==> config.mk <==
export PLATFORM = sky130hd
export DESIGN_NAME = pipeline_deliver_elastic
export DESIGN_NICKNAME = d
export VERILOG_FILES = /design/src/rtl/pipeline_deliver_elastic.sv
export SDC_FILE = /design/constraint.sdc
export NUM_CORES = 1
export LEC_CHECK = 0
export CORE_ASPECT_RATIO = 0.9
export CORE_MARGIN = 3
export CORE_UTILIZATION = 45
export DETAILED_ROUTE_END_ITERATION = 7
export PLACE_DENSITY_LB_ADDON = 0.05
export SLEW_MARGIN = 20
export SYNTH_ARGS = -nofsm -noshare
export SYNTH_HDL_FRONTEND = slang
export SYNTH_SLANG_ARGS = --single-unit
==> constraint.sdc <==
create_clock -name clk -period 2.04 [get_ports clk]
set_clock_uncertainty 0.2 [all_clocks]
set_input_delay 0.204 -clock clk [delete_from_list [all_inputs] [get_ports clk]]
set_output_delay 0.204 -clock clk [all_outputs]
set_load 0.03 [all_outputs]
==> src/rtl/pipeline_deliver_elastic.sv <==
`default_nettype none
// ============================================================================
//  Module   : pipeline_deliver_elastic
//  Brief    : DEPTH-stage elastic valid/ready pipeline with bubble collapsing,
//             synchronous flush and registered occupancy count.
//  Revision : 1.0 - initial release
// ============================================================================
module pipeline_deliver_elastic #(
    parameter int WIDTH = 32,
    parameter int DEPTH = 2,
    parameter int CNT_W = $clog2(DEPTH + 1)
) (
    input  logic             clk,
    input  logic             rst,
    input  logic             flush,
    input  logic             in_valid,
    input  logic [WIDTH-1:0] in_data,
    output logic             in_ready,
    output logic             out_valid,
    output logic [WIDTH-1:0] out_data,
    input  logic             out_ready,
    output logic [CNT_W-1:0] occupancy
);

    logic [DEPTH-1:0]            r_v;
    logic [DEPTH-1:0][WIDTH-1:0] r_d;
    logic [CNT_W-1:0]            r_occ;

    logic [DEPTH-1:0]            w_rdy;
    logic [DEPTH-1:0]            w_src_v;
    logic [DEPTH-1:0][WIDTH-1:0] w_src_d;
    logic                        w_in_fire;
    logic                        w_out_fire;

    generate
        for (genvar gi = 0; gi < DEPTH; gi++) begin : g_stage
            // Stage gi can advance if any stage from gi to the tail has a hole,
            // or the tail is draining; this is the unrolled ready chain.
            assign w_rdy[gi] = out_ready | ~(&r_v[DEPTH-1:gi]);
            if (gi == 0) begin : g_head
                assign w_src_v[gi] = w_in_fire;
                assign w_src_d[gi] = in_data;
            end else begin : g_body
                assign w_src_v[gi] = r_v[gi-1];
                assign w_src_d[gi] = r_d[gi-1];
            end
        end
    endgenerate

    assign in_ready   = w_rdy[0] & ~flush;
    assign w_in_fire  = in_valid & in_ready;
    assign out_valid  = r_v[DEPTH-1];
    assign out_data   = r_d[DEPTH-1];
    assign w_out_fire = out_valid & out_ready;
    assign occupancy  = r_occ;

    always_ff @(posedge clk) begin
        if (rst) begin
            r_v   <= '0;
            r_d   <= '0;
            r_occ <= '0;
        end else if (flush) begin
            r_v   <= '0;
            r_occ <= '0;
        end else begin
            for (int i = 0; i < DEPTH; i++) begin
                if (w_rdy[i]) begin
                    r_v[i] <= w_src_v[i];
                    // Payload only moves with a valid source so an empty tail keeps its stale data
                    if (w_src_v[i]) begin
                        r_d[i] <= w_src_d[i];
                    end
                end
            end
            r_occ <= r_occ + CNT_W'(w_in_fire) - CNT_W'(w_out_fire);
        end
    end

endmodule
`default_nettype wire

After elaboration in Yosys (flattened, before gate mapping)
Cells that the tools add are included.
Widths: inputs -> output; s select.
{"block": "op_classes", "n_addsub": 2, "n_mul": 0, "div": 0, "magnitude_cmp": 0, "eq_ne": 0, "shifts": 0, "n_mux": 0, "bitwise_logic": 8, "reduce_logical": 4}
{"cell": "$reduce_and 3->1", "n": 2}
{"cell": "$and 1x1->1", "n": 3}
{"cell": "$not 1->1", "n": 3}
{"cell": "$add 2x1->2", "n": 1}
{"cell": "$or 1x1->1", "n": 2}
{"cell": "$reduce_and 2->1", "n": 1}
{"cell": "$reduce_or 2->1", "n": 1}
{"cell": "$sub 2x1->2", "n": 1}
{"block": "totals", "register_bits": 68, "latchBits": 0, "ram_bits": 0, "rom_bits": 0, "inputBits": 37, "output_inout_bits": 36, "elab_cells": 19, "n_memories": 0}

Depth between registers and ports, before layout
Gate-level depths: netlist of run 1.
{"block": "depth", "ltp_word": 7, "mapped_depth": 11, "depth_no_buf": 9}

Least setup slack after synthesis of run 1
OpenSTA, ideal clock, no wires.
{"block": "synth_path", "path_type": "register -> register", "startpoint": "reg r_v[1]", "endpoint": "reg r_occ[1] (netlist: occupancy[1])", "arrival_time_ns": 1.998, "t_required_ns": 1.722, "path_slack_ns": -0.276, "path_stages_with_launch": 12, "path_buffers": 2, "synth_period_minus_slack_ns": 2.316, "path_cell_list": "dfxtp_1 -> nor2b_1 -> buf_6 -> a21oi_4 -> buf_6 -> inv_1 -> ha_1 -> inv_1 -> ha_1 -> xor2_1 -> xnor2_1 -> nor3_1"}
{"block": "synth_between", "elab_chain_len": 7, "elab_cells_between_ends": 8, "cone_classes": "2 x add/sub; 5 x bitwise; 1 x reduce/logical"}
{"element": "from (decl)", "line": "25", "text": "logic [DEPTH-1:0] r_v;"}
{"element": "from (signal, indexed assignment)", "line": "68", "text": "r_v[i] <= w_src_v[i];"}
{"element": "$reduce_and 2->1", "line": "39", "text": "assign w_rdy[gi] = out_ready | ~(&r_v[DEPTH-1:gi]);"}
{"element": "$not 1->1", "line": "39"}
{"element": "$or 1x1->1", "line": "39"}
{"element": "$and 1x1->1", "line": "50", "text": "assign in_ready = w_rdy[0] & ~flush;"}
{"element": "$and 1x1->1", "line": "51", "text": "assign w_in_fire = in_valid & in_ready;"}
{"element": "$add 2x1->2", "line": "75", "text": "r_occ <= r_occ + CNT_W'(w_in_fire) - CNT_W'(w_out_fire);"}
{"element": "$sub 2x1->2 (*)", "line": "75"}
{"element": "to (signal assigned)", "line": "75"}
{"element": "to (decl)", "line": "27", "text": "logic [CNT_W-1:0] r_occ;"}
Mark *: on every way between the ends. The rest lies on a longest branch, timed or not.
A chain may end at the register's enable or synchronous reset.

Worst setup path after layout of run 1
{"block": "layout_path", "startpoint": "reg r_v[1]", "endpoint": "out in_ready"}
{"block": "layout_between", "elab_chain_len": 4}
{"element": "$reduce_and 2->1", "line": "39"}
{"element": "$not 1->1", "line": "39"}
{"element": "$or 1x1->1", "line": "39"}
{"element": "$and 1x1->1", "line": "50"}
{"element": "to (decl)", "line": "18", "text": "output logic in_ready,"}
Every way passes these cells.

==> results of run 1 <==
cells by family after synthesis:
family,after synthesis,synth area share [%]
simple gates,107,20.2
compound gates,67,11.2
buf+inv,62,12.9
fa+ha+maj,2,0.808
flops,68,44.0
xor+xnor,2,0.566
mux,32,10.3
final cells by class:
class	count	area, sq um
Inverter	2	7.51
Timing Repair Buffer	84	820
Fill cell	601	2770
Sequential cell	68	1370
Multi-Input combinational cell	210	1350
Tap cell	90	113
Clock inverter	4	47.5
Clock buffer	11	153
sequential cells by signal (all words and copies together) (netlist names):
signal     flops
r_v            2
occupancy      2
out_data      32
r_d           32
worst max-delay path, delay by kind of cell (launching register included):
kind	cells	cell delay [ns]
simple gates	1	0.18
flops	1	0.36
compound gates	1	0.13
buf+inv	2	0.47
power groups by stage:
stage / combinational [mW] / sequential (mW) / clock, mW
final: 0.258 / 1.39 / 1.11
after global routing: 0.281 / 1.39 / 1.21
after CTS: 0.261 / 1.39 / 1.15
after detailed placement: 0.260 / 1.42 / 0
after global placement: 0.257 / 1.42 / 0
after floorplan: 0.151 / 1.41 / 0
layer usage:
layer | global-route usage (%) | vias up | routed length (um)
li1 | - | 1172 | -
met1 | 22.9 | 1070 | 3270
met2 | 26.9 | 52 | 2890
met3 | 6.45 | 6 | 374
met4 | 4.53 | 0 | 75
met5 | 0 | - | 0
per-stage QoR:
stage	instances	hold WS (ns)
floorplan	340	0.0734
global placement	454	0.255
detailed placement	454	0.259
CTS	469	0.0427
global route	469	0.0574
finish	469	0.0476
worst min path at each step:
stage	start	endpoint	slack, ns
floorplan	flush	r_v[1]	0.07
global placement	r_d[6]	out_data[6]	0.26
detailed placement	r_d[12]	out_data[12]	0.26
CTS	rst	out_data[30]	0.04
global route	rst	out_data[27]	0.06
finish	rst	out_data[27]	0.05
synthesized netlist by cell type:
cell and number:
buf_6 4, nor2b_1 2, buf_2 4, o21ai_1 7, nand2b_2 1, nand3_1 32, nor3_1 3, a21oi_1 34
ha_1 2, a21oi_4 1, dfxtp_1 68, xor2_1 1, o21ai_0 25, inv_1 2, buf_4 35, buf_1 3
nand2b_1 66, clkbuf_1 14, xnor2_1 1, mux2i_1 32, nor2_1 1, and2_1 1, nor3b_1 1
==> impl_metrics.ini, run 1 <==
[run_status]
run_status = finished clean

[critical_path]
worst_setup_path_end_kind = output pin
ff2ff_path_depth = 9
worst-path-max-fanout = 35
cp_data_required_time_ns = 1.64
critical_path_cell_list = nor2b_4 -> buf_6 -> a21oi_1 -> buf_4
worst_ep_arrival_time_ns = 1.47
reg2reg_slack_ns = 0.24
worstSetupStartpoint = r_v[1]
crit_path_end = in_ready
worstSetupStartpointType = flop
crit-reg2reg-launch = r_v[1]
path_class = flop to output pin
crit_path_max_incr_delay_ns = 0.36
r2r-end = occupancy[1]
cpMaxStageDelayCell = dfxtp_4

[cts]
cts_resized = 0
cts_tree = built
clk_pin_slew_ns = 0.07
worstSkewPairLatency_ns = 0.34
cts_inserted_buffers = 9
cts.htree.levels = 3
clock_path_buffers = 2
cts_sinks = 68
cts_setup_buffers = 0
ctsHoldBuffers = 0
cts-root-buf = clkbuf_8

[global_route]
globalRouteTotalUtil_pct = 17.4
grt_overflow_total = 0
grt_start_max_net_pins = 50
grt_pass1_wl_um = 10900
antenna_found_initial = 0
vias_in_the_first_global_route = 2261

[route]
wl_per_cell_um = 14.1
drt_pass1_iterations = 5
first_iter_violations = 80
num_vias = 2300
detail_routed_via_count_per_cell = 4.90
postRouteAntennaNets = 0
drt_drc_violations_left = 0
route.final.wire_length_um = 6610

[placed_design]
detailedPlace.worstSlack_ns = -0.131
detailed_place_hpwl_um = 4110
place_area_sq_um = 3650
port_buffers = 72
gp_congestion = 0.747

[synth]
yosysTopAreaCellShare_pct = 44.0
mapped_avg_cell_area_sq_um = 9.11
synthDistinctLibCells = 23
synthesized_netlist_cell_count = 340
synth_top_cell_by_area = dfxtp_1
yosys_warnings = 0
synth.cell_area_sq_um = 3100
syn_nets = 379
post_synth_main_area_contributors = dfxtp_1 44%, nand2b_1 13%, mux2i_1 10%
synth-seq-cells = 68
sequential_share_of_the_synthesized_area_pct = 44.0

[timing]
worst_slew_margin_relative_to_its_limit_pct = 61.7
tightestPinTransition_ns = 0.575
final_min_period_over_clock_period_pct = 91.9
layout_min_cycle_time_ns = 1.87
finalHoldViolCount = 0
setup_slack_ns = 0.166
finalMaxSlewViolations = 0
final.setup.tns_ns = 0
grt_setup_unrepaired = false
fmaxAchievable_ghz = 0.534
setup_violation_total_in_the_final_timing_report = 0

[final_layout]
stdcell_area_sq_um = 3850
layout_commonest_cell = clkdlybuf4s50_1
layout_common_cells = 70 x clkdlybuf4s50_1, 67 x dfxtp_1, 66 x nand2b_1, 34 x a21oi_1
antenna-diode-count = 0
fin_util_pct = 58.2
drive_above_1_share_pct = 8.97
flow.area_growth_from_synthesis_pct = 24.4
nNetsFinal = 414

[pwr]
switching_share_pct = 22.5
p_leak_nw = 1.35
power_density_nw_per_um2 = 716
p_sw_mw = 0.621
internal-power_mw = 2.14
pwr-share-comb_pct = 9.4
vdd.ir_drop.worst_mv = 0.430
clock_power_share_pct = 40.4
power.share.sequential_pct = 50.3
power.total_mw = 2.76

[worst_hold_path]
whs_path_depth = 2
holdCritPathClass = input pin to flop

[die]
design.die.area_sq_um = 7910
top_level_ports = 73
initial_core_util_pct = 46.8
num_rows = 28
width_of_the_chip_um = 93.4
core_sq_um = 6620
die_y_um = 84.7

[flow_run]
max_capacitance_violation_total = 0
Power figures use the tool's default switching activity.
==> run 2: changes to the inputs <==
- ABC_CLOCK_PERIOD_IN_PS: not set -> 2040
==> results of run 2 <==
Final layout, timing and power as in run 1 (identical DEF).
==> RTL edit 1, RTL diff (config.mk and constraints of run 2) <==
Set the parameter `WIDTH` to 64 (it was 32).
--- a/src/rtl/pipeline_deliver_elastic.sv
+++ b/src/rtl/pipeline_deliver_elastic.sv
@@ -7,5 +7,5 @@
 // ============================================================================
 module pipeline_deliver_elastic #(
-    parameter int WIDTH = 32,
+    parameter int WIDTH = 64,
     parameter int DEPTH = 2,
     parameter int CNT_W = $clog2(DEPTH + 1)
Ports: changed (resized in_data and out_data); port bits go from 73 to 137. No check against the original RTL was run, so the function may have changed too.
==> RTL edit 1 against run 2 <==
Non-clock buffer count increased by 68. Critical endpoint unchanged. Sequential cell count rose by 64. Highest routed layer unchanged. Setup slack worse by 0.035 ns. Routed wire length rose by 120%. Total power up 120%. Synthesized area rose by 93%. Count of clock-buffer cells in the layout up 16. Final area is 97% higher. Largest power group is now the clock network. Critical path depth unchanged.
==> RTL edit 1: results (changes against run 2) <==
routability cong. 0.7507 (+0.55%); DR vias 4547 (+98%); Synth Area in Compound Gates 11.14% (-0.055 points); pre-CTS setup slack -0.1456 ns (-0.01456 ns); Reg-to-Reg End occupancy[1]; worst hold path startpoint in_data[20]; NetSw 1.310 mW (+110%); post-synthesis mux area share 10.70% (+0.35 points); largest net degree at the start of global routing 68 (+36%); WHS 0.1511 ns (+0.1036 ns); post-placement cell count 850 (+87%); sequential fraction of the synthesis area 44.13% (+0.17 points); LEAKAGE 2.642 nW (+96%); Worst Path Max Fanout 34 (-2.9%); WHS Endpoint r_d[20]; number of DRC markers in iteration 0 303 (+280%); Hold Crit Depth 3 (+1); Total Routing Usage GR 19.22% (+1.8 points); detailed-route wire length 14300 um (+120%); first-pass GRT wire length 22330 um (+100%); cts bufs inserted 17 (+8); H-Tree Depth 4 (+1); synth unique cells 25 (+8.7%); Arrival @ worst endpoint 1.51 ns (+0.04 ns); Ys Warns 0 (unchanged); list of most frequent post-synthesis cells dfxtp_1 (132), nand2b_1 (130), buf_4 (67), a21oi_1 (66); Avg Cell Area, Syn 9.128 um^2 (+0.22%); register area 2646 um^2 (+94%); share of cells above drive strength 1 7.371% (-1.6 points); path depth of the worst reg2reg path 9 (unchanged); Filler cells 1167 (+94%); port buffer count 136 (+89%); outcome finished clean; Adder-Cell Fraction of Synth Area 0.4179% (-0.39 points); internal reg-to-reg setup slack 0.20 ns (-0.04 ns); Post-Synthesis Net Count 727 (+92%); nets 778 (+88%); Routed wire per std cell 16.19 um (+15%); top cells by area, synth dfxtp_1 (44%), nand2b_1 (14%), mux2i_1 (11%); dpl hpwl 8488 um (+110%); placed inst area 6990 um^2 (+92%); Slew @ Worst Pin 0.4554 ns (-0.1193 ns); Clock Pin Slew Worst Setup and Hold Paths 0.05 ns (-0.02 ns); Slowest cell on crit path dfxtp_4; maximum root-to-sink buffer count 2 (unchanged); vias in the first global route 4447 (+97%); Synth Area in XOR/XNOR 0.2925% (-0.27 points); Top Family by Delay on Critical Path buffers and inverters; Skew-Pair Late Insertion Delay 0.41 ns (+0.07 ns); Max VDD drop 0.6023 mV (+40%); CTS Root Cell clkbuf_16
==> RTL edit 1: changes by cell type in the layout (fill, tap and decap cells not counted), moves of 17 or more <==
| cell | delta |
|---|---|
| a21oi_1 | +32 |
| clkbuf_16 | +17 |
| clkdlybuf4s50_1 | +64 |
| dfxtp_1 | +64 |
| mux2i_1 | +32 |
| nand2b_1 | +63 |
| nand3_1 | +32 |
| o21ai_0 | +39 |
==> RTL edit 1: how the worst max path moves through the flow <==
stage                         start           end  slack, ns  depth (start not counted)
after floorplan              r_v[1]  occupancy[1]      -0.21                         12
after global placement    out_ready      in_ready      -0.10                          5
after detailed placement  out_ready      in_ready      -0.15                          5
after CTS                    r_v[1]      in_ready       0.05                          4
after global routing         r_v[1]      in_ready       0.07                          4
final                        r_v[1]      in_ready       0.13                          4
==> RTL edit 1: timing repair <==
item,4_1_cts,5_1_grt
hold endpoints to repair,7,0
endpoints found under the setup margin,1,1
gates resized for setup,3,0
cloned,0,1
hold buffers,1,0
==> RTL edit 1: metal layers <==
metal | routed length (um) | part of all wire, % | global-route usage (%)
met4 | 243 | 1.7 | 7.709
met3 | 737 | 5.2 | 5.392
met1 | 6507 | 46 | 24.22
met5 | 0 | 0 | 0
met2 | 6812 | 48 | 31.43
==> RTL edit 1: power by group through the flow <==
stage,clock [mW],combinational (mW),sequential [mW]
final,2.87,0.502,2.69
after global routing,3.03,0.545,2.70
after CTS,2.93,0.506,2.69
after detailed placement,0,0.501,2.75
after global placement,0,0.491,2.74
after floorplan,0,0.295,2.74
==> RTL edit 1: layout make-up <==
type | instances | share of cell area, %
Multi-Input combinational cell | 402 | 33.96
Clock inverter | 4 | 0.5930
Inverter | 2 | 0.1318
Tap cell | 164 | 2.701
Timing Repair Buffer | 152 | 21.02
Sequential cell | 132 | 34.84
Clock buffer | 27 | 6.753
==> RTL edit 2, RTL diff (config.mk and constraints of run 2) <==
Made on the original files. Make the reset (`rst`) asynchronous in one clocked block.
--- a/src/rtl/pipeline_deliver_elastic.sv
+++ b/src/rtl/pipeline_deliver_elastic.sv
@@ -55,5 +55,5 @@
     assign occupancy  = r_occ;
 
-    always_ff @(posedge clk) begin
+    always_ff @(posedge clk or posedge rst) begin
         if (rst) begin
             r_v   <= '0;
Behaviour: differs if rst is asserted again (counterexample within 4 cycles, from zero or initial values and one cycle with rst high); with rst held inactive, the same outputs for 10 cycles.
==> RTL edit 2 against run 2 <==
The flow now finishes with violations (negative setup slack). Synthesized area decreased by 3.7%. Setup slack got worse by 0.24 ns. Synthesized cell count decreased by 44%. First-iteration DRC count is 76% lower. Non-clock buffer count down 4. Register-to-register slack got worse by 0.32 ns. Cell count fell by 29%. Fmax decreased by 11%. Routed wire length down 20%. Sequential cell count unchanged. Final area is 0.84% lower. Critical path type is now flip-flop to flip-flop. Critical endpoint is now occupancy[1].
Power is not compared: it rests on default switching activity, and its combinational part moved more than twofold at a synthesized area within 25%.
==> RTL edit 2: results (changes against run 2) <==
outcome complete, but fails checks; failing checks negative setup slack; crit path to occupancy[1]; routability cong. 0.6780 (-9.2%); Post-Synthesis Net Count 228 (-40%); Non-clock buffering overhead 20.71% (-0.57 points); multi-input logic area 988.4 um^2 (-27%); vias in the first global route 1783 (-21%); Finished Layout Cells 333 (-29%); final setup fails 1 (+1); Overall Power between 4 and 5 mW; placed inst area 3580 um^2 (-1.9%); dpl hpwl 3610 um (-12%); Top Family by Delay on Critical Path simple AND/OR/NAND/NOR gates; vias per cell 4.643 (-5.3%); Skew-Pair Late Insertion Delay 0.33 ns; Buffers, non-clock 80 (-4.8%); Avg Cell Area, Syn 15.78 um^2 (+73%); Slew headroom 59.48% (-2.2 points); WHS 0.1242 ns (+0.07662 ns); Multi-input comb cells 80 (-62%); Routed wire per std cell 15.84 um (+12%); register area 1703 um^2 (+25%); setup ws final -0.07570 ns (-0.2420 ns); top cells by area, synth dfrtp_1 (57%), mux2_4 (15%), mux2_2 (13%); Total Routing Usage GR 15.20% (-2.2 points); Post-synth ARST share 100.0% (+100 points); path depth of the worst reg2reg path 8 (-1); Setup TNS -0.07570 ns (-0.07570 ns); pre-CTS setup slack -0.5810 ns (-0.4500 ns); largest net degree at the start of global routing 69 (+38%); first-pass GRT wire length 8983 um (-18%); synth unique cells 18 (-22%); ClkCell Share 5.668% (+0.47 points); drt pass-1 iters 3 (-2); CP peak stage delay 0.40 ns (+0.04 ns); Slowest cell on crit path dfrtp_2; list of most frequent post-synthesis cells dfrtp_1 (68), mux2_2 (35), buf_4 (32), mux2_4 (29), nor2_1 (6); post-placement cell count 317 (-30%); tap cells 87 (-3.3%); LEAKAGE 1.709 nW; nets 280 (-32%); share of cells above drive strength 1 39.84% (+31 points); Worst Path Max Fanout 2 (-94%); Filler cells 515 (-14%); critical path launch point r_v[1]; Util after Layout 60.77% (+2.6 points); number of DRC markers in iteration 0 19 (-76%); Hold Path Class input port to async pin
-- RTL edit 2: cell count changes after synthesis, moves of 14 or more --
cell,delta
a21oi_1,-34
clkbuf_1,-14
dfrtp_1,+68
dfxtp_1,-68
mux2_2,+35
mux2_4,+29
mux2i_1,-32
nand2b_1,-66
nand3_1,-32
o21ai_0,-25
-- RTL edit 2: logic make-up after synthesis --
group	after synthesis	synth area share [%]
fa+ha+maj	2	0.8388
mux	64	27.81
simple gates	12	2.517
flops	68	57.05
xor+xnor	2	0.5874
buf+inv	41	11.20
-- RTL edit 2: layer usage --
metal	GRT usage, %	routed length (um)	part of all wire (%)	up-vias
met5	0	0	0	-
met4	6.883	70	1.3	0
met3	5.072	305	5.8	8
met2	25.15	2670	51	41
met1	17.89	2230	42	792
li1	-	-	-	705
-- RTL edit 2: timing repair --
item	4_1_cts	5_1_grt
setup endpoints to repair	34	32
resized for setup	5	0
pin swaps	5	5
hold buffers	0	0
buffers inserted	1	0
